### config.mk
export PLATFORM = sky130hd
export DESIGN_NAME = port_status_poller_flat
export DESIGN_NICKNAME = d
export VERILOG_FILES = /design/src/rtl/usb_hub_pkg.sv /design/src/rtl/port_status_poller_if.sv /design/src/rtl/port_evt_fifo.sv /design/src/rtl/port_status_poller.sv /design/src/flat_wrapper.sv
export SDC_FILE = /design/constraint.sdc
export NUM_CORES = 1
export LEC_CHECK = 0
export BUFFER_PORTS_ARGS = -buffer_cell sky130_fd_sc_hd__buf_2
export CORE_MARGIN = 8
export CORE_UTILIZATION = 54
export DETAILED_ROUTE_END_ITERATION = 8
export PLACE_DENSITY = 0.72
export SLEW_MARGIN = 20
export SYNTH_ARGS = -nofsm -noshare
export SYNTH_HDL_FRONTEND = slang
export SYNTH_SLANG_ARGS = --single-unit
### constraint.sdc
create_clock -name clock -period 3 [get_ports clock]
set_clock_uncertainty 0.15 [all_clocks]
set_input_delay 0.15 -clock clock [delete_from_list [all_inputs] [get_ports clock]]
set_output_delay 0.15 -clock clock [all_outputs]
set_load 0.005 [all_outputs]
### src/rtl/usb_hub_pkg.sv
// Shared hub types: poller FSM states, event record,
// port status bit positions and default geometry.
package usb_hub_pkg;

  localparam int NUM_PORTS_DEF  = 4;
  localparam int STATUS_W_DEF   = 8;
  localparam int TIMEOUT_DEF    = 16;
  localparam int FIFO_DEPTH_DEF = 4;
  localparam int PORT_W_DEF     = $clog2(NUM_PORTS_DEF);

  localparam int CONNECT     = 0;
  localparam int ENABLE      = 1;
  localparam int SUSPEND     = 2;
  localparam int OVERCURRENT = 3;
  localparam int RESET       = 4;

  typedef enum logic [1:0] {
    IDLE,
    REQ,
    CMP,
    PUSH
  } poll_state_e;

  typedef struct packed {
    logic [PORT_W_DEF-1:0]   port;
    logic [STATUS_W_DEF-1:0] status;
  } evt_t;

endpackage

### src/rtl/port_status_poller_if.sv
// Poll request/ack bus to the port status mux and
// valid/ready event stream to the interrupt endpoint.
interface port_status_poller_if
  import usb_hub_pkg::*;
#(
  parameter int NUM_PORTS = NUM_PORTS_DEF,
  parameter int STATUS_W  = STATUS_W_DEF
);
  localparam int PW = $clog2(NUM_PORTS);

  logic                poll_req;
  logic [PW-1:0]       poll_port;
  logic                poll_ack;
  logic [STATUS_W-1:0] poll_status;
  logic                evt_valid;
  logic                evt_ready;
  logic [PW-1:0]       evt_port;
  logic [STATUS_W-1:0] evt_status;

  modport master (
    output poll_req, poll_port,
    input  poll_ack, poll_status,
    output evt_valid, evt_port, evt_status,
    input  evt_ready
  );

  modport slave (
    input  poll_req, poll_port,
    output poll_ack, poll_status,
    input  evt_valid, evt_port, evt_status,
    output evt_ready
  );

endinterface

### src/rtl/port_evt_fifo.sv
// Synchronous FIFO with registered head data and
// registered full/empty flags.
module port_evt_fifo
  import usb_hub_pkg::*;
#(
  parameter int WIDTH = PORT_W_DEF + STATUS_W_DEF,
  parameter int DEPTH = FIFO_DEPTH_DEF
) (
  input  logic             clock,
  input  logic             reset,
  input  logic             push_i,
  input  logic [WIDTH-1:0] din_i,
  input  logic             pop_i,
  output logic [WIDTH-1:0] dout_o,
  output logic             full_o,
  output logic             empty_o
);
  localparam int AW = $clog2(DEPTH);
  localparam int CW = AW + 1;
  localparam logic [CW-1:0] FULL_CNT = CW'(DEPTH);

  logic [WIDTH-1:0] mem_q [DEPTH];
  logic [AW-1:0]    wr_q, wr_d, rd_q, rd_d;
  logic [CW-1:0]    cnt_q, cnt_d;
  logic             full_q, full_d;
  logic             empty_q, empty_d;
  logic [WIDTH-1:0] dout_q, dout_d;
  logic             wr_en, rd_en;

  // Accept against registered flags; prefetch next head.
  always_comb begin
    wr_en   = push_i & ~full_q;
    rd_en   = pop_i & ~empty_q;
    wr_d    = wr_q + AW'(wr_en);
    rd_d    = rd_q + AW'(rd_en);
    cnt_d   = cnt_q + CW'(wr_en) - CW'(rd_en);
    full_d  = (cnt_d == FULL_CNT);
    empty_d = (cnt_d == '0);
    if (wr_en && (wr_q == rd_d))
      dout_d = din_i;
    else
      dout_d = mem_q[rd_d];
  end

  // Storage array, no reset needed.
  always_ff @(posedge clock) begin
    if (wr_en)
      mem_q[wr_q] <= din_i;
  end

  // Pointers, count, flags and head register.
  always_ff @(posedge clock) begin
    if (reset) begin
      wr_q    <= '0;
      rd_q    <= '0;
      cnt_q   <= '0;
      full_q  <= 1'b0;
      empty_q <= 1'b1;
      dout_q  <= '0;
    end else begin
      wr_q    <= wr_d;
      rd_q    <= rd_d;
      cnt_q   <= cnt_d;
      full_q  <= full_d;
      empty_q <= empty_d;
      dout_q  <= dout_d;
    end
  end

  assign dout_o  = dout_q;
  assign full_o  = full_q;
  assign empty_o = empty_q;

endmodule

### src/rtl/port_status_poller.sv
// Polls port status on tick edges, queues changes.
// Optional POLL_DEBOUNCE_EN: require two equal reads.
module port_status_poller
  import usb_hub_pkg::*;
#(
  parameter int NUM_PORTS      = NUM_PORTS_DEF,
  parameter int STATUS_W       = STATUS_W_DEF,
  parameter int TIMEOUT_CYCLES = TIMEOUT_DEF,
  parameter int FIFO_DEPTH     = FIFO_DEPTH_DEF
) (
  input  logic                 clock,
  input  logic                 reset,
  input  logic [NUM_PORTS-1:0] poll_tick,
  port_status_poller_if.master bus,
  output logic [NUM_PORTS-1:0] change_bitmap,
  input  logic [NUM_PORTS-1:0] bitmap_clear,
  output logic                 timeout_err
);
  localparam int PW   = $clog2(NUM_PORTS);
  localparam int CNTW = $clog2(TIMEOUT_CYCLES + 1);
  localparam logic [CNTW-1:0] CNT_LAST =
    CNTW'(TIMEOUT_CYCLES - 1);

  poll_state_e          state_q, state_d;
  logic [NUM_PORTS-1:0] tick_q;
  logic [NUM_PORTS-1:0] pend_q, pend_d, pend_clr;
  logic [PW-1:0]        port_q, port_d, low_idx;
  logic [CNTW-1:0]      cnt_q, cnt_d;
  logic [STATUS_W-1:0]  cap_q, cap_d;
  logic [STATUS_W-1:0]  shadow_q [NUM_PORTS];
  logic                 shadow_we;
  logic [NUM_PORTS-1:0] bitmap_q, bitmap_d, bitmap_set;
  logic                 tmo_q, tmo_d;
  logic                 push, differs;
  logic                 fifo_full, fifo_empty;
  logic [PW+STATUS_W-1:0] fifo_dout;
`ifdef POLL_DEBOUNCE_EN
  logic [STATUS_W-1:0]  cand_q [NUM_PORTS];
  logic [NUM_PORTS-1:0] cand_vld_q;
  logic                 cand_we, cand_clr;
`endif

  // Lowest pending port wins arbitration.
  always_comb begin
    low_idx = '0;
    for (int i = NUM_PORTS - 1; i >= 0; i--)
      if (pend_q[i]) low_idx = PW'(i);
  end

  // Pending merge and sticky bitmap; set beats clear.
  always_comb begin
    pend_d   = (pend_q & ~pend_clr)
             | (poll_tick & ~tick_q);
    bitmap_d = (bitmap_q & ~bitmap_clear) | bitmap_set;
  end

  // Poll FSM next-state and control strobes.
  always_comb begin
    state_d    = state_q;
    port_d     = port_q;
    cnt_d      = cnt_q;
    cap_d      = cap_q;
    pend_clr   = '0;
    shadow_we  = 1'b0;
    bitmap_set = '0;
    tmo_d      = 1'b0;
    push       = 1'b0;
    differs    = (cap_q != shadow_q[port_q]);
`ifdef POLL_DEBOUNCE_EN
    cand_we    = 1'b0;
    cand_clr   = 1'b0;
`endif
    unique case (state_q)
      IDLE: begin
        cnt_d = '0;
        if (|pend_q) begin
          port_d            = low_idx;
          pend_clr[low_idx] = 1'b1;
          state_d           = REQ;
        end
      end
      REQ: begin
        cnt_d = cnt_q + CNTW'(1);
        if (bus.poll_ack) begin
          cap_d   = bus.poll_status;
          state_d = CMP;
        end else if (cnt_q == CNT_LAST) begin
          tmo_d   = 1'b1;
          state_d = IDLE;
        end
      end
      CMP: begin
        state_d = IDLE;
`ifdef POLL_DEBOUNCE_EN
        if (!differs) begin
          cand_clr = 1'b1;
        end else if (cand_vld_q[port_q] &&
                     cand_q[port_q] == cap_q) begin
          shadow_we          = 1'b1;
          bitmap_set[port_q] = 1'b1;
          cand_clr           = 1'b1;
          state_d            = PUSH;
        end else begin
          cand_we = 1'b1;
        end
`else
        if (differs) begin
          shadow_we          = 1'b1;
          bitmap_set[port_q] = 1'b1;
          state_d            = PUSH;
        end
`endif
      end
      PUSH: begin
        push = 1'b1;
        if (!fifo_full) state_d = IDLE;
      end
      default: state_d = IDLE;
    endcase
  end

  // FSM and control registers.
  always_ff @(posedge clock) begin
    if (reset) begin
      state_q  <= IDLE;
      tick_q   <= '0;
      pend_q   <= '0;
      port_q   <= '0;
      cnt_q    <= '0;
      cap_q    <= '0;
      bitmap_q <= '0;
      tmo_q    <= 1'b0;
    end else begin
      state_q  <= state_d;
      tick_q   <= poll_tick;
      pend_q   <= pend_d;
      port_q   <= port_d;
      cnt_q    <= cnt_d;
      cap_q    <= cap_d;
      bitmap_q <= bitmap_d;
      tmo_q    <= tmo_d;
    end
  end

  // Per-port shadow of the last accepted status.
  always_ff @(posedge clock) begin
    if (reset) begin
      for (int i = 0; i < NUM_PORTS; i++)
        shadow_q[i] <= '0;
    end else if (shadow_we) begin
      shadow_q[port_q] <= cap_q;
    end
  end

`ifdef POLL_DEBOUNCE_EN
  // Candidate reading awaiting confirmation.
  always_ff @(posedge clock) begin
    if (reset) begin
      cand_vld_q <= '0;
      for (int i = 0; i < NUM_PORTS; i++)
        cand_q[i] <= '0;
    end else if (cand_we) begin
      cand_q[port_q]     <= cap_q;
      cand_vld_q[port_q] <= 1'b1;
    end else if (cand_clr) begin
      cand_vld_q[port_q] <= 1'b0;
    end
  end
`endif

  port_evt_fifo #(
    .WIDTH (PW + STATUS_W),
    .DEPTH (FIFO_DEPTH)
  ) u_fifo (
    .clock   (clock),
    .reset   (reset),
    .push_i  (push),
    .din_i   ({port_q, cap_q}),
    .pop_i   (bus.evt_ready),
    .dout_o  (fifo_dout),
    .full_o  (fifo_full),
    .empty_o (fifo_empty)
  );

  assign bus.poll_req   = (state_q == REQ);
  assign bus.poll_port  = port_q;
  assign bus.evt_valid  = ~fifo_empty;
  assign {bus.evt_port, bus.evt_status} = fifo_dout;
  assign change_bitmap  = bitmap_q;
  assign timeout_err    = tmo_q;

endmodule

### src/flat_wrapper.sv
// flat-port wrapper written by rule: the top's interface ports become plain ports
module port_status_poller_flat import usb_hub_pkg::*;
#(
  parameter int NUM_PORTS      = NUM_PORTS_DEF,
  parameter int STATUS_W       = STATUS_W_DEF,
  parameter int TIMEOUT_CYCLES = TIMEOUT_DEF,
  parameter int FIFO_DEPTH     = FIFO_DEPTH_DEF
)
  (clock, reset, poll_tick, change_bitmap, bitmap_clear, timeout_err, bus_poll_req, bus_poll_port, bus_poll_ack, bus_poll_status, bus_evt_valid, bus_evt_port, bus_evt_status, bus_evt_ready);
  port_status_poller_if #(.NUM_PORTS(NUM_PORTS), .STATUS_W(STATUS_W)) bus_i ();
  input  logic clock;
  input  logic reset;
  input  logic [NUM_PORTS-1:0] poll_tick;
  output logic [NUM_PORTS-1:0] change_bitmap;
  input  logic [NUM_PORTS-1:0] bitmap_clear;
  output logic timeout_err;
  output wire logic [$bits(bus_i.poll_req)-1:0] bus_poll_req;
  output wire logic [$bits(bus_i.poll_port)-1:0] bus_poll_port;
  input wire logic [$bits(bus_i.poll_ack)-1:0] bus_poll_ack;
  input wire logic [$bits(bus_i.poll_status)-1:0] bus_poll_status;
  output wire logic [$bits(bus_i.evt_valid)-1:0] bus_evt_valid;
  output wire logic [$bits(bus_i.evt_port)-1:0] bus_evt_port;
  output wire logic [$bits(bus_i.evt_status)-1:0] bus_evt_status;
  input wire logic [$bits(bus_i.evt_ready)-1:0] bus_evt_ready;
  assign bus_poll_req = bus_i.poll_req;
  assign bus_poll_port = bus_i.poll_port;
  assign bus_i.poll_ack = bus_poll_ack;
  assign bus_i.poll_status = bus_poll_status;
  assign bus_evt_valid = bus_i.evt_valid;
  assign bus_evt_port = bus_i.evt_port;
  assign bus_evt_status = bus_i.evt_status;
  assign bus_i.evt_ready = bus_evt_ready;
  port_status_poller #(.NUM_PORTS(NUM_PORTS), .STATUS_W(STATUS_W), .TIMEOUT_CYCLES(TIMEOUT_CYCLES), .FIFO_DEPTH(FIFO_DEPTH)) u_core (.clock(clock), .reset(reset), .poll_tick(poll_tick), .bus(bus_i), .change_bitmap(change_bitmap), .bitmap_clear(bitmap_clear), .timeout_err(timeout_err));
endmodule
# Word level (Yosys, flattened, before mapping)

Memory sizes are Yosys's and may differ from the RTL's. A register that Yosys moved wholly into a read port is not among the register bits.
Index checks and enable logic that the tools add are counted.

Register bits after elaboration: 39
Bits in latches: 0
RAM bits: 72
ROM bits: 0
Output and inout port bits: 19
Logic and storage cells: 92
Memories: 2

Add/subtract/negate cells: 5
$mul: 0
Div/mod/pow operators: 0
Order comparisons: 4
Equal/unequal tests: 9
Shift-type cells: 0
Muxes and demuxes: 35
Bitwise logic cells: 13
Reductions and logical operators: 11

Memory list:

| name                | depth | bits a word | read ports | clocked after memory_dff | write ports | RTL line                 | text |
|---|---|---|---|---|---|---|---|
| u_core.u_fifo.mem_q | 4     | 10          | 1          | 1                        | 1           | port_evt_fifo.sv:22      | `logic [WIDTH-1:0] mem_q [DEPTH];` |
| u_core.shadow_q     | 4     | 8           | 1          | 1                        | 4           | port_status_poller.sv:30 | `logic [STATUS_W-1:0] shadow_q [NUM_PORTS];` |

Operators by type and width:

| kind                                                                   | number |
|---|---|
| 2-bit 2-to-1 mux                                                       | 12 |
| 4-bit 2-to-1 mux                                                       | 4 |
| 1-bit 2-to-1 mux                                                       | 14 |
| 4-bit bitwise AND                                                      | 3 |
| 4-bit inverter                                                         | 3 |
| 5-bit case mux with 2 select lines                                     | 1 |
| 8-bit 2-to-1 mux                                                       | 1 |
| 8-bit != test                                                          | 1 |
| 4-bit OR                                                               | 2 |
| 2-bit case mux with 4 select lines                                     | 1 |
| 8-bit OR reduction                                                     | 1 |
| 2-bit by 3-bit < comparator with 1-bit output (second input constant)  | 2 |
| 5-bit by 1-bit adder with 5-bit output (second input constant)         | 1 |
| 5-bit by 4-bit == test with 1-bit output (second input constant)       | 1 |
| 2-bit by 1-bit adder with 2-bit output                                 | 2 |
| 1-bit demux with 2-bit select                                          | 2 |
| 2-bit == test (second input constant)                                  | 2 |
| 2-bit by 1-bit >= comparator with 1-bit output (second input constant) | 2 |
| 2-bit AND reduction                                                    | 2 |
| 4-bit OR reduction                                                     | 1 |
| 3-bit by 1-bit adder with 3-bit output                                 | 1 |
| 3-bit == test (second input constant)                                  | 1 |
| 3-bit logical NOT                                                      | 1 |
| 3-bit by 1-bit != test with 1-bit output (second input constant)       | 1 |
| other kinds (11)                                                       | 15 |

# Depth between registers and ports, before layout

Depth after elaboration: 13
Mapped depth: 11

# Cells and area by module

From an unflattened synthesis, not the netlist that was laid out.

Cell total of the unflattened synthesis: 364
Area, all modules: 4968.5 sq um

By module, submodules not included:

| module             | times used | cells an instance | area each (sq um) | seq. area each (sq um) |
|---|---|---|---|---|
| port_status_poller | 1          | 237               | 2728.9            | 1601.5 |
| port_evt_fifo      | 1          | 127               | 2239.6            | 1581.5 |

# Worst setup path before layout

OpenSTA, ideal clock, no wires.

Path type: register to register
Start: reg u_core.state_q[0]
End: reg u_core.u_fifo.full_q, in the netlist u_core.u_fifo.full_o
Arrival: 2.252 ns
Data required time: 2.772 ns
Slack: 0.521 ns
Cell stages (with the launch flop): 12
Buffers on the path: 1
Cell sequence: dfxtp_1 -> clkbuf_1 -> nand2_1 -> or2_2 -> ha_1 -> inv_1 -> ha_1 -> fa_1 -> xor2_1 -> xnor2_1 -> nand2_1 -> nor3_1

Word-level cells in the longest chain between the ends: 6

Ends and longest elaborated chain:

| element                                     | RTL line                  | text |
|---|---|---|
| start, declared                             | port_status_poller.sv:24  | `poll_state_e state_q, state_d;` |
| start signal, assigned                      | port_status_poller.sv:134 | `state_q <= state_d;` |
| 2-bit == test                               | port_status_poller.sv:73  | `unique case (state_q)` |
| 1-bit 2-to-1 mux                            | port_status_poller.sv:73  |  |
| 1-bit bitwise AND                           | port_evt_fifo.sv:32       | `wr_en = push_i & ~full_q;` |
| 3-bit by 1-bit adder with 3-bit output      | port_evt_fifo.sv:36       | `cnt_d = cnt_q + CW'(wr_en) - CW'(rd_en);` |
| 3-bit by 1-bit subtractor with 3-bit output | port_evt_fifo.sv:36       |  |
| 3-bit == test                               | port_evt_fifo.sv:37       | `full_d = (cnt_d == FULL_CNT);` |
| end signal, assigned                        | port_evt_fifo.sv:64       | `full_q <= full_d;` |
| end, declared                               | port_evt_fifo.sv:25       | `logic full_q, full_d;` |

No other way between the ends.
A chain may end at the register's enable or synchronous reset.

# Worst setup path in the final report

Same ends and word-level chain as after synthesis.

==> flow_results.xml <==
<?xml version="1.0" encoding="UTF-8"?>
<metrics>
  <group name="cells_and_area">
    <metric name="fillers" unit="">629</metric>
    <metric name="nets" unit="">472</metric>
    <metric name="antenna_cells" unit="">0</metric>
    <metric name="drive_above_1_share" unit="%">23.80</metric>
    <metric name="flow.area_growth_from_synthesis" unit="%">23.95</metric>
  </group>
  <group name="global_routing">
    <metric name="grt_usage" unit="%">16.83</metric>
    <metric name="number_of_global_route_vias_before_repair" unit="">3228</metric>
    <metric name="antenna_found_initial" unit="">0</metric>
    <metric name="grt_max_degree" unit="">40</metric>
    <metric name="grt_overflow" unit="">0</metric>
    <metric name="first_pass_grt_wire_length" unit="um">16240</metric>
  </group>
  <group name="min_path">
    <metric name="hold_class" unit="">input pin to flip-flop</metric>
  </group>
  <group name="placed_design">
    <metric name="post-place-ws" unit="ns">0.4092</metric>
    <metric name="routabilityCongestion" unit="">0.7535</metric>
    <metric name="port_buffers" unit="">38</metric>
    <metric name="detailedPlacementHpwl" unit="um">6228</metric>
  </group>
  <group name="worst_setup_path">
    <metric name="reg2reg_slack" unit="ns">0.39</metric>
    <metric name="path_delay_family" unit="">adder cells</metric>
    <metric name="critical_path_launch_point_type" unit="">flip-flop</metric>
    <metric name="path_class" unit="">flip-flop to flip-flop</metric>
    <metric name="critPathMaxStageDelay" unit="ns">0.49</metric>
    <metric name="crit_chain" unit="">nand2_1 -&gt; or2_2 -&gt; ha_1 -&gt; inv_1 -&gt; ha_1 -&gt; fa_1 -&gt; xor2_1 -&gt; xnor2_1 -&gt; nand2_1 -&gt; nor3_1</metric>
    <metric name="timing.critical_path.arrival" unit="ns">2.88</metric>
    <metric name="setup.worst_path.end_class" unit="">flip-flop</metric>
    <metric name="crit_buf_inv" unit="">1</metric>
    <metric name="cp.required" unit="ns">3.27</metric>
    <metric name="crit_path_top_delay_cell" unit="">sky130_fd_sc_hd__dfxtp_1</metric>
    <metric name="critical_path_peak_fanout" unit="">9</metric>
  </group>
  <group name="clock_network">
    <metric name="cts_htree_levels" unit="">4</metric>
    <metric name="ctsHoldBuffers" unit="">26</metric>
    <metric name="tritoncts" unit="">built</metric>
    <metric name="post_cts_resize_count" unit="">0</metric>
    <metric name="post_cts.repair.setup_buffers" unit="">0</metric>
    <metric name="clock_transition_at_path_regs" unit="ns">0.06</metric>
    <metric name="cts.root.buffer_cell" unit="">sky130_fd_sc_hd__clkbuf_8</metric>
    <metric name="clock_latency" unit="ns">0.50</metric>
    <metric name="clock_buffer_depth" unit="">2</metric>
    <metric name="cts_made_buffers" unit="">17</metric>
    <metric name="clock_sinks" unit="">123</metric>
  </group>
  <group name="logic_synthesis">
    <metric name="post_synth_inst_count" unit="">363</metric>
    <metric name="netlist-cell-type-count" unit="">38</metric>
    <metric name="synth_top_area_share" unit="%">43.85</metric>
    <metric name="synthSimpleGateAreaFrac" unit="%">12.51</metric>
    <metric name="post_synthesis_compound_gate_area_fraction" unit="%">4.770</metric>
    <metric name="share_of_the_yosys_chip_area_belonging_to_registers" unit="%">64.55</metric>
    <metric name="synthXorXnorAreaFrac" unit="%">2.664</metric>
    <metric name="post_synth.cell_area_avg" unit="sq um">13.58</metric>
    <metric name="synth_area_leader_cell" unit="">sky130_fd_sc_hd__edfxtp_1</metric>
    <metric name="syn_nets" unit="">390</metric>
    <metric name="synth.ff_latch_count" unit="">123</metric>
    <metric name="post_synth_fa_ha_maj_area_fraction" unit="%">1.928</metric>
    <metric name="synth_mux_area_share" unit="%">10.48</metric>
    <metric name="synth_top_family_by_area" unit="">simple AND/OR/NAND/NOR gates</metric>
    <metric name="most_area_consuming_cells_after_synthesis" unit="">sky130_fd_sc_hd__edfxtp_1 44%, sky130_fd_sc_hd__dfxtp_1 21%, sky130_fd_sc_hd__mux4_2 8.2%</metric>
    <metric name="synthesis.yosys.warnings" unit="">0</metric>
    <metric name="syn_area" unit="sq um">4931</metric>
  </group>
  <group name="pwr">
    <metric name="p_per_area" unit="nW/um^2">738.8</metric>
    <metric name="leakagePower" unit="nW">2.495</metric>
    <metric name="max-vdd-ir-drop" unit="mV">0.4413</metric>
  </group>
  <group name="floorplan">
    <metric name="coreArea" unit="sq um">9065</metric>
    <metric name="io-pin-count" unit="">39</metric>
    <metric name="rows" unit="">35</metric>
    <metric name="die_area" unit="sq um">12450</metric>
    <metric name="die_y" unit="um">111.6</metric>
    <metric name="die-width" unit="um">111.6</metric>
    <metric name="initial_utilization" unit="%">54.40</metric>
  </group>
  <group name="routing">
    <metric name="vias" unit="">3077</metric>
    <metric name="sum_of_routed_wire_length_over_all_layers" unit="um">10040</metric>
    <metric name="drt_pre_antenna_iters" unit="">4</metric>
    <metric name="dr.first_iter.drc_count" unit="">151</metric>
    <metric name="remaining_drc_errors" unit="">0</metric>
    <metric name="drt.antenna.violating_nets" unit="">0</metric>
    <metric name="routed_via_density" unit="">5.408</metric>
    <metric name="wire_per_inst" unit="um">17.65</metric>
  </group>
  <group name="sta">
    <metric name="timing.final.crit_period" unit="ns">2.609</metric>
    <metric name="grt_setup_unrepaired" unit="">false</metric>
    <metric name="setup_slack" unit="ns">0.3915</metric>
    <metric name="maxClockFrequency" unit="MHz">383.4</metric>
    <metric name="timing.setup.tns" unit="ns">0</metric>
    <metric name="maxSlewViolCount" unit="">0</metric>
    <metric name="final_hold_viol_count" unit="">0</metric>
    <metric name="slew-limit-headroom" unit="%">56.00</metric>
    <metric name="final_critical_path_share_of_the_clock_period" unit="%">86.95</metric>
    <metric name="timing.final.setup_violations" unit="">0</metric>
    <metric name="tightest_slew" unit="ns">0.6576</metric>
  </group>
  <group name="job">
    <metric name="drv.max_cap_violation_count" unit="">0</metric>
  </group>
  <group name="status">
    <metric name="outcome" unit="">finished clean</metric>
  </group>
</metrics>
## worst reg2reg max path: cells and delay by family (launching register included)
kind / cells / cell delay [ns]
fa+ha+maj: 3 / 0.83
simple gates: 4 / 0.66
flops: 1 / 0.49
xor+xnor: 2 / 0.35
buf+inv: 1 / 0.04
## flip-flops by register name (all words and copies together), names as in the netlist, named ones only
signal                 cells
u_core.u_fifo.empty_o      1
u_core.u_fifo.cnt_q        3
u_core.change_bitmap       4
u_core.u_fifo.wr_q         2
u_core.shadow_q           32
u_core.pend_q              4
u_core.timeout_err         1
u_core.u_fifo.rd_q         2
u_core.u_fifo.mem_q       40
u_core.cnt_q               5
u_core.bus.poll_port       2
u_core.state_q             2
u_core.u_fifo.dout_o      10
u_core.cap_q               8
u_core.tick_q              4
u_core.u_fifo.full_o       1
## metrics by stage
step	cells	hold slack, ns	utilization, %	power (mW)	area [sq um]
detailed placement	511	0.2343	58.45	2.671	5299
CTS	569	0.2384	67.43	4.553	6112
finish	569	0.2725	67.43	4.516	6112
global route	569	0.2583	67.43	4.698	6112
floorplan	363	0.08320	-	2.473	4931
global placement	511	0.2245	58.45	2.646	5299
## synthesized netlist by cell type
library cell,n
sky130_fd_sc_hd__nand4_1,2
sky130_fd_sc_hd__o21a_1,1
sky130_fd_sc_hd__o211a_2,1
sky130_fd_sc_hd__nand2b_1,3
sky130_fd_sc_hd__a211oi_1,1
sky130_fd_sc_hd__mux2i_1,10
sky130_fd_sc_hd__buf_2,2
sky130_fd_sc_hd__nor3b_1,1
sky130_fd_sc_hd__a32o_1,3
sky130_fd_sc_hd__and4_1,1
sky130_fd_sc_hd__ha_1,6
sky130_fd_sc_hd__xnor2_1,12
sky130_fd_sc_hd__nor3_1,5
sky130_fd_sc_hd__inv_1,15
sky130_fd_sc_hd__nand4b_1,1
sky130_fd_sc_hd__a22o_1,1
sky130_fd_sc_hd__or2_2,2
sky130_fd_sc_hd__fa_1,1
sky130_fd_sc_hd__o311a_1,1
sky130_fd_sc_hd__and2_1,9
sky130_fd_sc_hd__xor2_1,3
sky130_fd_sc_hd__buf_1,2
sky130_fd_sc_hd__o21ai_0,9
sky130_fd_sc_hd__edfxtp_1,72
sky130_fd_sc_hd__nand2_1,17
sky130_fd_sc_hd__a21oi_1,14
sky130_fd_sc_hd__nor2b_1,14
sky130_fd_sc_hd__dfxtp_1,51
sky130_fd_sc_hd__and3_1,26
sky130_fd_sc_hd__nand3_1,11
sky130_fd_sc_hd__mux4_2,18
sky130_fd_sc_hd__mux2_2,1
sky130_fd_sc_hd__clkbuf_1,12
sky130_fd_sc_hd__a22oi_1,2
sky130_fd_sc_hd__nor2_1,26
sky130_fd_sc_hd__a31o_1,1
sky130_fd_sc_hd__o31ai_1,3
sky130_fd_sc_hd__buf_6,3
## cell families (layout without fill, tap and decap cells)
kind of cell	Yosys count	in the layout
multiplexers	29	29
flip-flops	123	123
AND/OR/NAND/NOR	118	118
adder cells (fa/ha/maj)	7	7
XOR/XNOR	15	15
AO/OA/AOI/OAI	37	37
buffers and inverters	34	129
## report_power, final
group,switching (mW),internal (mW)
clock network,0.733,1.12
logic,0.331,0.350
registers,0.0761,1.90
## layout by cell type, fill, tap and decap left out, types with 2 or more instances in the layout
cell type,instances
sky130_fd_sc_hd__or2_2,2
sky130_fd_sc_hd__clkbuf_16,16
sky130_fd_sc_hd__nand4_1,2
sky130_fd_sc_hd__inv_1,15
sky130_fd_sc_hd__mux4_2,18
sky130_fd_sc_hd__nand3_1,11
sky130_fd_sc_hd__nor3_1,5
sky130_fd_sc_hd__a32o_1,3
sky130_fd_sc_hd__nand2b_1,3
sky130_fd_sc_hd__o31ai_1,3
sky130_fd_sc_hd__xor2_1,3
sky130_fd_sc_hd__edfxtp_1,72
sky130_fd_sc_hd__buf_2,38
sky130_fd_sc_hd__dfxtp_1,51
sky130_fd_sc_hd__and2_1,9
sky130_fd_sc_hd__clkinv_4,4
sky130_fd_sc_hd__clkinvlp_4,5
sky130_fd_sc_hd__nor2_1,26
sky130_fd_sc_hd__nand2_1,17
sky130_fd_sc_hd__buf_4,18
sky130_fd_sc_hd__clkinv_2,2
sky130_fd_sc_hd__ha_1,6
sky130_fd_sc_hd__mux2i_1,10
sky130_fd_sc_hd__and3_1,26
sky130_fd_sc_hd__clkbuf_8,2
sky130_fd_sc_hd__dlygate4sd3_1,26
sky130_fd_sc_hd__a22oi_1,2
sky130_fd_sc_hd__nor2b_1,14
sky130_fd_sc_hd__xnor2_1,12
sky130_fd_sc_hd__a21oi_1,14
sky130_fd_sc_hd__o21ai_0,9
## worst paths after layout
path                                                     start                               to  cells after the start
worst max register to register  u_core.state_q[0]$_SDFFE_PP0P_  u_core.u_fifo.full_o$_SDFF_PP0_                     10
worst min-delay path                              poll_tick[2]      u_core.tick_q[2]$_SDFF_PP0_                      3
worst min register to register     u_core.tick_q[0]$_SDFF_PP0_      u_core.pend_q[0]$_SDFF_PP0_                      2
worst max-delay path            u_core.state_q[0]$_SDFFE_PP0P_  u_core.u_fifo.full_o$_SDFF_PP0_                     10
## routing by layer
layer | routed length (um) | GRT usage, % | vias to the layer above
li1 | - | - | 1493
met1 | 4347 | 19.57 | 1499
met2 | 5189 | 28.44 | 79
met3 | 421 | 4.816 | 6
met4 | 82 | 7.293 | 0
met5 | 0 | 0 | -
## final cells by class
cell class              instances  area (sq um)  area share, %
flip-flops and latches        123          3183          52.08
multi-input cells             206          1595          26.10
clock inverters                13         121.4          1.986
repair buffers                 82         585.6          9.580
well taps                     111         138.9          2.272
inverters                      15         56.30         0.9212
clock buffers                  19         431.7          7.062
Power figures use the tool's default switching activity.
